==> src/rtl/wb_write_arbiter.sv <==
// wb_write_arbiter - register-file write-port arbiter between the WB stage and a long-latency result FIFO.
// Optional starvation guard enabled by defining WB_ARB_STARVE_GUARD_EN.
module wb_write_arbiter #(
    parameter int DEPTH      = 4,
    parameter int CNT_W      = 3,
    parameter int STARVE_MAX = 8
) (
    input  logic             sysclk,
    input  logic             reset_n,
    input  logic             pipe_we,
    input  logic [4:0]       pipe_rd,
    input  logic [31:0]      pipe_wd,
    input  logic             lx_valid,
    output logic             lx_ready,
    input  logic [4:0]       lx_rd,
    input  logic [31:0]      lx_wd,
    output logic             pipe_stall,
    input  logic [4:0]       q_reg1,
    input  logic [4:0]       q_reg2,
    output logic             q_pending1,
    output logic             q_pending2,
    output logic [CNT_W-1:0] fifo_count,
    output logic             WB_RegWrite,
    output logic [4:0]       WB_Write_Register,
    output logic [31:0]      WB_Write_Data
);

    localparam int PTR_W = $clog2(DEPTH);

    if (DEPTH < 2 || (DEPTH & (DEPTH - 1)) != 0 || (1 << CNT_W) <= DEPTH || STARVE_MAX < 2) begin : g_bad_param
        $error("wb_write_arbiter: illegal parameter combination");
    end

    logic [4:0]       mem_rd_q [DEPTH];
    logic [4:0]       mem_rd_d [DEPTH];
    logic [31:0]      mem_wd_q [DEPTH];
    logic [31:0]      mem_wd_d [DEPTH];
    logic [PTR_W-1:0] wr_ptr_q, wr_ptr_d;
    logic [PTR_W-1:0] rd_ptr_q, rd_ptr_d;
    logic [CNT_W-1:0] count_q, count_d;
    logic             wb_we_q, wb_we_d;
    logic [4:0]       wb_rd_q, wb_rd_d;
    logic [31:0]      wb_wd_q, wb_wd_d;
    logic             stall_w;
    logic             fifo_empty;
    logic             push;
    logic             pop;
    logic             pipe_sel;

    assign fifo_empty = (count_q == '0);
    assign lx_ready   = reset_n && (count_q < CNT_W'(DEPTH));
    // A zero destination completes the handshake but is never queued.
    assign push       = lx_valid && lx_ready && (lx_rd != 5'd0);

`ifdef WB_ARB_STARVE_GUARD_EN
    localparam int ST_W = $clog2(STARVE_MAX + 1);

    logic [ST_W-1:0] starve_q, starve_d;
    logic            pipe_stall_q, pipe_stall_d;

    always_comb begin
        starve_d     = starve_q;
        pipe_stall_d = 1'b0;
        if (fifo_empty || pop) begin
            starve_d = '0;
        end else begin
            starve_d = starve_q + ST_W'(1);
        end
        pipe_stall_d = (starve_d == ST_W'(STARVE_MAX - 1));
    end

    always_ff @(posedge sysclk) begin
        if (!reset_n) begin
            starve_q     <= '0;
            pipe_stall_q <= 1'b0;
        end else begin
            starve_q     <= starve_d;
            pipe_stall_q <= pipe_stall_d;
        end
    end

    assign stall_w = pipe_stall_q;
`else
    assign stall_w = 1'b0;
`endif

    assign pipe_stall = stall_w;

    always_comb begin
        pop      = 1'b0;
        pipe_sel = 1'b0;
        if (stall_w && !fifo_empty) begin
            pop = 1'b1;
        end else if (pipe_we && (pipe_rd != 5'd0) && !stall_w) begin
            pipe_sel = 1'b1;
        end else if (!fifo_empty) begin
            pop = 1'b1;
        end
    end

    always_comb begin
        for (int i = 0; i < DEPTH; i++) begin
            mem_rd_d[i] = mem_rd_q[i];
            mem_wd_d[i] = mem_wd_q[i];
        end
        wr_ptr_d = wr_ptr_q;
        rd_ptr_d = rd_ptr_q;
        if (push) begin
            mem_rd_d[wr_ptr_q] = lx_rd;
            mem_wd_d[wr_ptr_q] = lx_wd;
            wr_ptr_d           = wr_ptr_q + PTR_W'(1);
        end
        if (pop) begin
            rd_ptr_d = rd_ptr_q + PTR_W'(1);
        end
        count_d = count_q + CNT_W'(push) - CNT_W'(pop);
    end

    // Address and data hold their last value when no write is issued.
    always_comb begin
        wb_we_d = pop || pipe_sel;
        wb_rd_d = wb_rd_q;
        wb_wd_d = wb_wd_q;
        if (pipe_sel) begin
            wb_rd_d = pipe_rd;
            wb_wd_d = pipe_wd;
        end else if (pop) begin
            wb_rd_d = mem_rd_q[rd_ptr_q];
            wb_wd_d = mem_wd_q[rd_ptr_q];
        end
    end

    always_ff @(posedge sysclk) begin
        if (!reset_n) begin
            wr_ptr_q <= '0;
            rd_ptr_q <= '0;
            count_q  <= '0;
            wb_we_q  <= 1'b0;
            wb_rd_q  <= 5'd0;
            wb_wd_q  <= 32'd0;
        end else begin
            wr_ptr_q <= wr_ptr_d;
            rd_ptr_q <= rd_ptr_d;
            count_q  <= count_d;
            wb_we_q  <= wb_we_d;
            wb_rd_q  <= wb_rd_d;
            wb_wd_q  <= wb_wd_d;
        end
    end

    always_ff @(posedge sysclk) begin
        for (int i = 0; i < DEPTH; i++) begin
            mem_rd_q[i] <= mem_rd_d[i];
            mem_wd_q[i] <= mem_wd_d[i];
        end
    end

    // An entry is occupied when its distance from the read pointer is below the count.
    always_comb begin
        logic [PTR_W-1:0] off;
        q_pending1 = 1'b0;
        q_pending2 = 1'b0;
        off        = '0;
        for (int i = 0; i < DEPTH; i++) begin
            off = PTR_W'(i) - rd_ptr_q;
            if (CNT_W'(off) < count_q) begin
                if (q_reg1 != 5'd0 && mem_rd_q[i] == q_reg1) q_pending1 = 1'b1;
                if (q_reg2 != 5'd0 && mem_rd_q[i] == q_reg2) q_pending2 = 1'b1;
            end
        end
    end

    assign fifo_count        = count_q;
    assign WB_RegWrite       = wb_we_q;
    assign WB_Write_Register = wb_rd_q;
    assign WB_Write_Data     = wb_wd_q;

endmodule
==> config.mk <==
export PLATFORM = sky130hd
export DESIGN_NAME = wb_write_arbiter
export DESIGN_NICKNAME = d
export VERILOG_FILES = /design/src/rtl/wb_write_arbiter.sv
export SDC_FILE = /design/constraint.sdc
export NUM_CORES = 1
export LEC_CHECK = 0
export ABC_AREA = 1
export CORE_MARGIN = 2
export CORE_UTILIZATION = 49
export DETAILED_ROUTE_END_ITERATION = 8
export PLACE_DENSITY = 0.77
export SYNTH_ARGS = -nofsm -noshare
export SYNTH_HDL_FRONTEND = slang
export SYNTH_SLANG_ARGS = --single-unit
==> constraint.sdc <==
create_clock -name sysclk -period 3.4 [get_ports sysclk]
set_clock_uncertainty 0.1 [all_clocks]
set_input_delay 1.02 -clock sysclk [delete_from_list [all_inputs] [get_ports sysclk]]
set_output_delay 1.02 -clock sysclk [all_outputs]
set_load 0.05 [all_outputs]
**Yosys cells after proc, flatten, opt, wreduce, memory -nomap -nowiden**

Memories as Yosys holds them, arrays and structs flattened. A register that Yosys moved wholly into a read port is not among the register bits.
Cells that the tools add are included.

- Register bits: 45
- Bits in writable memories: 148
- Input bits: 88
- Output and inout port bits: 45
- Word-level logic and storage cells: 87
- Memories: 2

- Add/subtract/negate cells: 8
- Order comparisons: 7
- Equality and inequality tests: 8
- Multiplexer cells: 35
- Bitwise gates (word level): 1
- Reduce and logical (&&, ||, !) cells: 20

Memories:

| name | depth | width | rd ports | clocked after Yosys merged registers in | wr ports | line | source |
|---|---|---|---|---|---|---|---|
| mem_wd_q | 4 | 32 | 5 | 1 | 4 | 36 | `logic [31:0] mem_wd_q [DEPTH];` |
| mem_rd_q | 4 | 5 | 5 | 1 | 4 | 34 | `logic [4:0] mem_rd_q [DEPTH];` |

Operators with widths:

| operator | count |
|---|---|
| $bwmux 128 | 1 |
| $mux 128 | 1 |
| $mux 32 | 3 |
| $demux 32 s2 | 1 |
| $eq 5x5->1 | 8 |
| $bwmux 20 | 1 |
| $mux 20 | 1 |
| $reduce_bool 5->1 | 4 |
| $mux 1 | 19 |
| $mux 5 | 3 |
| $logic_and 1x1->1 | 13 |
| $lt 2x3->1 | 4 |
| $demux 5 s2 | 1 |
| $mux 2 | 4 |
| $add 2x1->2 const B | 2 |
| $sub 1x2->2 const A | 2 |
| $sub 2x2->2 const A | 2 |
| $add 3x1->3 | 1 |
| $ge 3x3->1 const B | 1 |
| $logic_not 3->1 | 1 |
| $lt 3x1->1 const B | 1 |
| $lt 3x3->1 const B | 1 |
| $not 2->3 | 1 |
| $sub 3x1->3 | 1 |
| 2 further kinds | 2 |

**Logic depth before layout (Yosys ltp)**

Gate-level depths: netlist of the first run.
An unclocked memory read counts as a cell.

- Depth after elaboration: 11
- Depth in mapped cells: 14
- Mapped depth without buffers: 13

**Worst setup path before layout of the first run**

Ideal clock, no wire load.

- Path kind: input-to-reg
- From: in reset_n
- To: mem mem_rd_q[0][0] (enable)
- Library setup time: 0.431 ns
- Data arrival time: 3.561 ns
- Required time: 2.869 ns
- Setup slack: -0.692 ns
- Cell stages on the path: 5
- Cells stage by stage: buf_2 -> inv_1 -> nor2_2 -> nand3_2 -> nor2_1

RTL lines:

| element | line | source |
|---|---|---|
| from (decl) | 9 | `input logic reset_n,` |
| to (decl) | 34 |  |

**Final worst setup path of the first run**

- From: in q_reg1[1]
- To: out q_pending1

- Cells in the longest elaborated chain, start to end: 10

RTL lines:

| element | line | source |
|---|---|---|
| from (decl) | 18 | `input logic [4:0] q_reg1,` |
| $eq 5x5->1 / $reduce_bool 5->1 (equally long branches) | 167 | `if (q_reg1 != 5'd0 && mem_rd_q[i] == q_reg1) q_pending1 = 1'b1;` |
| $logic_and 1x1->1 | 167 |  |
| $mux 1 | 167 |  |
| $mux 1 | 166 | `if (CNT_W'(off) < count_q) begin` |
| $mux 1 | 167 |  |
| $mux 1 | 166 |  |
| $mux 1 | 167 |  |
| $mux 1 | 166 |  |
| $mux 1 | 167 |  |
| $mux 1 * | 166 |  |
| to (decl) | 20 | `output logic q_pending1,` |

Mark *: on every way between the ends. The rest lies on a longest branch, timed or not.

==> metrics, run 1 <==
outcome=finished, final reports clean; Hold-fix buffers, CTS=0; Pwr Density=682 mW/mm²; yosys warns=0; fin. max-slew vios=0; pre-CTS setup slack=-197 ps; Post-Syn Nets=approximately 950; instance count on the critical path=9; Worst Tran Pin Value=between 1000 and 1500 ps; crit path cell chain=dlygate4sd2_1, inv_1, nand2_1, a21oi_1, nand4_1, nand2_1, nor2_1, nor2_2, buf_12; Worst setup EP type=output pin; commonest non-fill, non-tap cell in the layout=nand2_1; startpoint types=primary input; Clk Latency, worst-skew pair=420 ps; Layout Cells excl Fill=~1200; cell count of the worst reg-to-reg path=12; initial core utilization=49.7%; Slowest Stage Delay on Critical Path=~310 ps; clock slew at reported path FFs=about 60 ps; asr flop ratio synth=0%; wire length per cell=16.0 µm; drt drc=0; final setup margin=90.6 ps; Netlist cell types=35; cell family with most CP delay=buffers and inverters; Final period util=a little over nine tenths; Root Buffer Master=clkbuf_16; post-route cell area=roughly 0.011 mm²; area grow syn2layout=25.9%; GR Util All Layers=between 20% and 30%; total power=7.30 mW; Avg Synthesized Cell Area=10.1 µm²; final core utilization=62.6%; number of H-tree levels=4; Net count, final=1075; Slew headroom=roughly a third; GR Overflow Total=0; P_leak=roughly 4.2 nW; hold path depth=2; Syn Inst Count=846; worst min path class=register to register; total iterations of the first detailed-routing run=5; most frequent cells in the layout=nand2_1 (179), edfxtp_1 (148), clkdlybuf4s50_1 (117), nor2_1 (102), o21ai_0 (84); Slowest cell on crit path=dlygate4sd2_1; # fillers=1397; Sink Count=195; postcts setup bufs=0; sequential-to-total area share from yosys stat=between 60% and 70%; setup TNS=0 ps; Routed WL=19500 µm; RD Place Congestion=0.861; Data required, critical path=2280 ps; final hold vios=0; Iteration-0 DRC Markers=365; core box area=0.0171 mm²; final antenna-violating net count=0; synthesis-stage register bit count=195; crit path max fanout=5; Tmin final=roughly 3300 ps; die width=136 µm; kind of critical path=primary input to output pin; IO Pins=133; Post-Syn Area=0.00851 mm²; CTS tree=done; HPWL Detailed=12500 µm; layout cells sized above 1=8.70%; first-pass GRT wire length=29600 µm; hold_ws=381 ps; vias in the first global route=5959; Cell Area, Placed=0.0101 mm²; Post-synth EDFFs=~150; worst path buffer plus inverter count=3; placed insts=1182; # rows=48; final setup violation count=0; Max Freq=302 MHz; Post-synth top flop=edfxtp_1; Arr. time, crit path=between 2000 and 2500 ps; Worst path most repeated cell=nand2_1; antenna violations before repair=1; IO Port Bufs=131; clk buf depth=2; largest net degree at the start of global routing=79; Max-Cap Viols=0; via count of the routed design=6265; Die ar.=0.0184 mm²; Vias/cell=5.16; Num CTS Buffers=17; Max IR drop VDD=442 µV; Die Y=136 µm
==> report_power, final <==
| part | total (mW) | internal (mW) | switching [mW] |
|---|---|---|---|
| Sequential | 2.93 | 2.80 | 0.133 |
| Clock | 1.93 | 1.14 | 0.789 |
| Combinational | 2.44 | 0.811 | 1.63 |
| Total | 7.30 | 4.75 | 2.55 |
==> flip-flops by register name, summed over array words and instances (netlist names), named ones only <==
register and count:
mem_wd_q 128, WB_Write_Data 32, mem_rd_q 20, WB_Write_Register 5, fifo_count 3, rd_ptr_q 2, wr_ptr_q 2, WB_RegWrite 1
==> final timing paths <==
check | start | endpoint | slack [ps]
min | WB_Write_Data[15] | WB_Write_Data[15] | 380
max reg2reg | fifo_count[2] | fifo_count[2] | 1080
max | q_reg1[1] | q_pending1 | 90
min reg2reg | WB_Write_Data[15] | WB_Write_Data[15] | 380
==> cells by family after synthesis <==
logic type | count (synthesis) | share of synthesized area, %
AND/OR/NAND/NOR | 355 | 17.2
AO/OA/AOI/OAI | 142 | 9.00
adder cells (fa/ha/maj) | 11 | 1.71
XOR/XNOR | 28 | 2.88
flip-flops | 195 | 63.3
buffers and inverters | 114 | 5.81
other | 1 | 0.0441
==> synth_stat cells, types with 3 or more instances <==
cell type | count | area (µm²)
inv_1 | 64 | 240
xnor2_1 | 18 | 158
xor2_1 | 10 | 87.6
o21ai_1 | 5 | 25.0
a21oi_1 | 20 | 100
nor2_1 | 108 | 405
o211ai_1 | 10 | 75.1
buf_6 | 3 | 33.8
or2_2 | 7 | 43.8
ha_1 | 10 | 125
inv_2 | 3 | 11.3
buf_4 | 5 | 37.5
dfxtp_1 | 47 | 941
clkbuf_1 | 19 | 71.3
o22ai_1 | 22 | 138
buf_2 | 15 | 75.1
edfxtp_1 | 148 | 4440
o21ai_0 | 84 | 420
nand2_1 | 179 | 672
nand4_1 | 4 | 25.0
nand3_1 | 45 | 225
==> worst min-delay path: cells and delay by family, from the launching register on <==
| family | cells | cell delay (ps) |
|---|---|---|
| flip-flops | 1 | 310 |
| AND/OR/NAND/NOR | 2 | 130 |
==> routing by layer <==
metal  GRT usage, %  part of all wire [%]  vias up
li1               -                     -     3093
met1           24.9                    41     2948
met2           37.7                    52      196
met3           4.26                   5.3       28
met4           10.0                   1.7        0
met5              0                     0        -
==> what timing repair did <==
action                                 in CTS  in global routing
setup endpoints to repair                   2                  2
gates resized for setup                    10                  8
pin swaps                                   0                  0
endpoints found under the hold margin       0                  0
==> final cells by class <==
class,instances,area (µm²),share of cell area (%)
sequential,195,5390,50.3
multi-input combinational,537,2680,25.0
timing repair buffer,156,1520,14.2
clock buffer,27,493,4.60
tap,225,282,2.63
inverter,69,264,2.47
clock inverter,5,77.6,0.725
antenna,1,2.50,0.0234
Power figures use the tool's default switching activity.
==> run 2, diff against run 1 <==
==> constraint.sdc (replaced) <==
create_clock -name sysclk -period 3.4 [get_ports sysclk]
set_clock_uncertainty 0.1 [all_clocks]
set_input_delay 0.68 -clock sysclk [delete_from_list [all_inputs] [get_ports sysclk]]
set_output_delay 0.68 -clock sysclk [all_outputs]
set_load 0.05 [all_outputs]
==> metrics, run 2 (synthesis results as in run 1) <==
register bank with the most flops=mem_wd_q; startpoint types=register; final setup margin=342 ps (+251 ps); Routed WL=19500 µm (about the same); Worst setup EP type=output pin; post-cts sizing count=0 (-10); Layout Cells excl Fill=1201 (-1.2%); CTS tree=done; Num CTS Buffers=17 (unchanged); area grow syn2layout=25.3%; GR Util All Layers=22.0% (+0.65 points); post-route cell area=0.0107 mm² (-0.49%); worst min path class=register to register; Max IR drop VDD=459 µV (+4.0%); final core utilization=62.2% (-0.31 points); ant diodes=0 (-1); largest net degree at the start of global routing=79 (unchanged); Vias/cell=5.23 (+1.4%); layout cells sized above 1=7.38% (-1.3 points); Sink Count=195 (unchanged); first-pass GRT wire length=30600 µm (+3.4%); clock slew at reported path FFs=70 ps (about the same); placed insts=1169 (-1.1%); die width=136 µm (unchanged); total power=7.30 mW (about the same); most frequent cells in the layout=nand2_1 (179), edfxtp_1 (148), clkdlybuf4s50_1 (127), nor2_1 (104), o21ai_0 (84); number of H-tree levels=4 (unchanged); # fillers=1391 (-0.43%); Worst Tran Pin Value=1130 ps (+117 ps); Max-Cap Viols=0 (unchanged); outcome=finished, final reports clean; Arr. time, crit path=2280 ps (+90 ps); via count of the routed design=6279 (+0.22%); wire length per cell=16.2 µm (+1.1%); Final period util=89.9% (-7.4 points); vias in the first global route=5980 (+0.35%); drt drc=0 (unchanged); Tmin final=3060 ps (-251 ps); Data required, critical path=2620 ps (+340 ps); Net count, final=1062 (-1.2%); kind of critical path=register to output pin; IO Port Bufs=131 (unchanged); Die ar.=0.0184 mm² (unchanged); Root Buffer Master=clkbuf_16; final setup violation count=0 (unchanged); final antenna-violating net count=0 (unchanged); RSZ-0062 raised after global routing=false; Cell Area, Placed=0.0101 mm² (-0.68%); P_leak=4.15 nW (-1.4%); GR Overflow Total=0 (unchanged); # rows=48 (unchanged); antenna violations before repair=0 (-1); Pwr Density=686 mW/mm² (+0.50%); Slew headroom=24.3% (-7.9 points); RD Place Congestion=0.865 (+0.43%); postcts setup bufs=0 (unchanged); Iteration-0 DRC Markers=325 (-11%); Hold-fix buffers, CTS=0 (unchanged); Max Freq=327 MHz (+8.2%); max reg flops=128 (unchanged); HPWL Detailed=12400 µm (-0.26%); pre-CTS setup slack=335 ps (+532 ps); Die Y=136 µm (unchanged); total iterations of the first detailed-routing run=5 (unchanged); fin. max-slew vios=0 (unchanged); commonest non-fill, non-tap cell in the layout=nand2_1; final hold vios=0 (unchanged); setup TNS=0 ps (unchanged); crit path max fanout=5 (unchanged); hold_ws=379 ps (-1.79 ps); IO Pins=133 (unchanged); Clk Latency, worst-skew pair=430 ps (about the same); clk buf depth=2 (unchanged); core box area=0.0171 mm² (unchanged); initial core utilization=49.7% (unchanged)
==> run 2: critical path, cell delays in order, from the launching register on <==
cell and delay (ps):
dfxtp_1 440, inv_1 170, ha_1 330, nor2_1 40, a21oi_1 270, nand4_1 130
nand2_1 90, nor2_1 40, nor2_1 170, buf_12 170
==> run 2: area by class of cell <==
cell class	instances	area [µm²]	share of cell area, %
tap	225	282	2.64
multi-input combinational	537	2660	24.9
clock inverter	12	130	1.22
sequential	195	5390	50.6
timing repair buffer	143	1480	13.9
inverter	69	264	2.48
clock buffer	20	458	4.30
==> run 2: final timing paths <==
check               startpoint                end  slack (ps)  depth (start not counted)
max              fifo_count[1]         q_pending2         340                          9
min          WB_Write_Data[22]  WB_Write_Data[22]         380                          2
max reg2reg      fifo_count[1]      fifo_count[2]         970                         12
min reg2reg  WB_Write_Data[22]  WB_Write_Data[22]         380                          2
==> run 2: power by group <==
group          leakage (nW)  switching, mW  internal, mW
combinational          2.14           1.63         0.795
sequential             1.73          0.125          2.80
clock                 0.281          0.828          1.13
==> run 2: per-layer routing <==
metal	share of wire, %	GRT usage, %	vias up
met4	2.1	9.43	0
li1	-	-	3079
met3	5.1	4.26	31
met1	41	26.9	2988
met5	0	0	-
met2	51	38.0	181
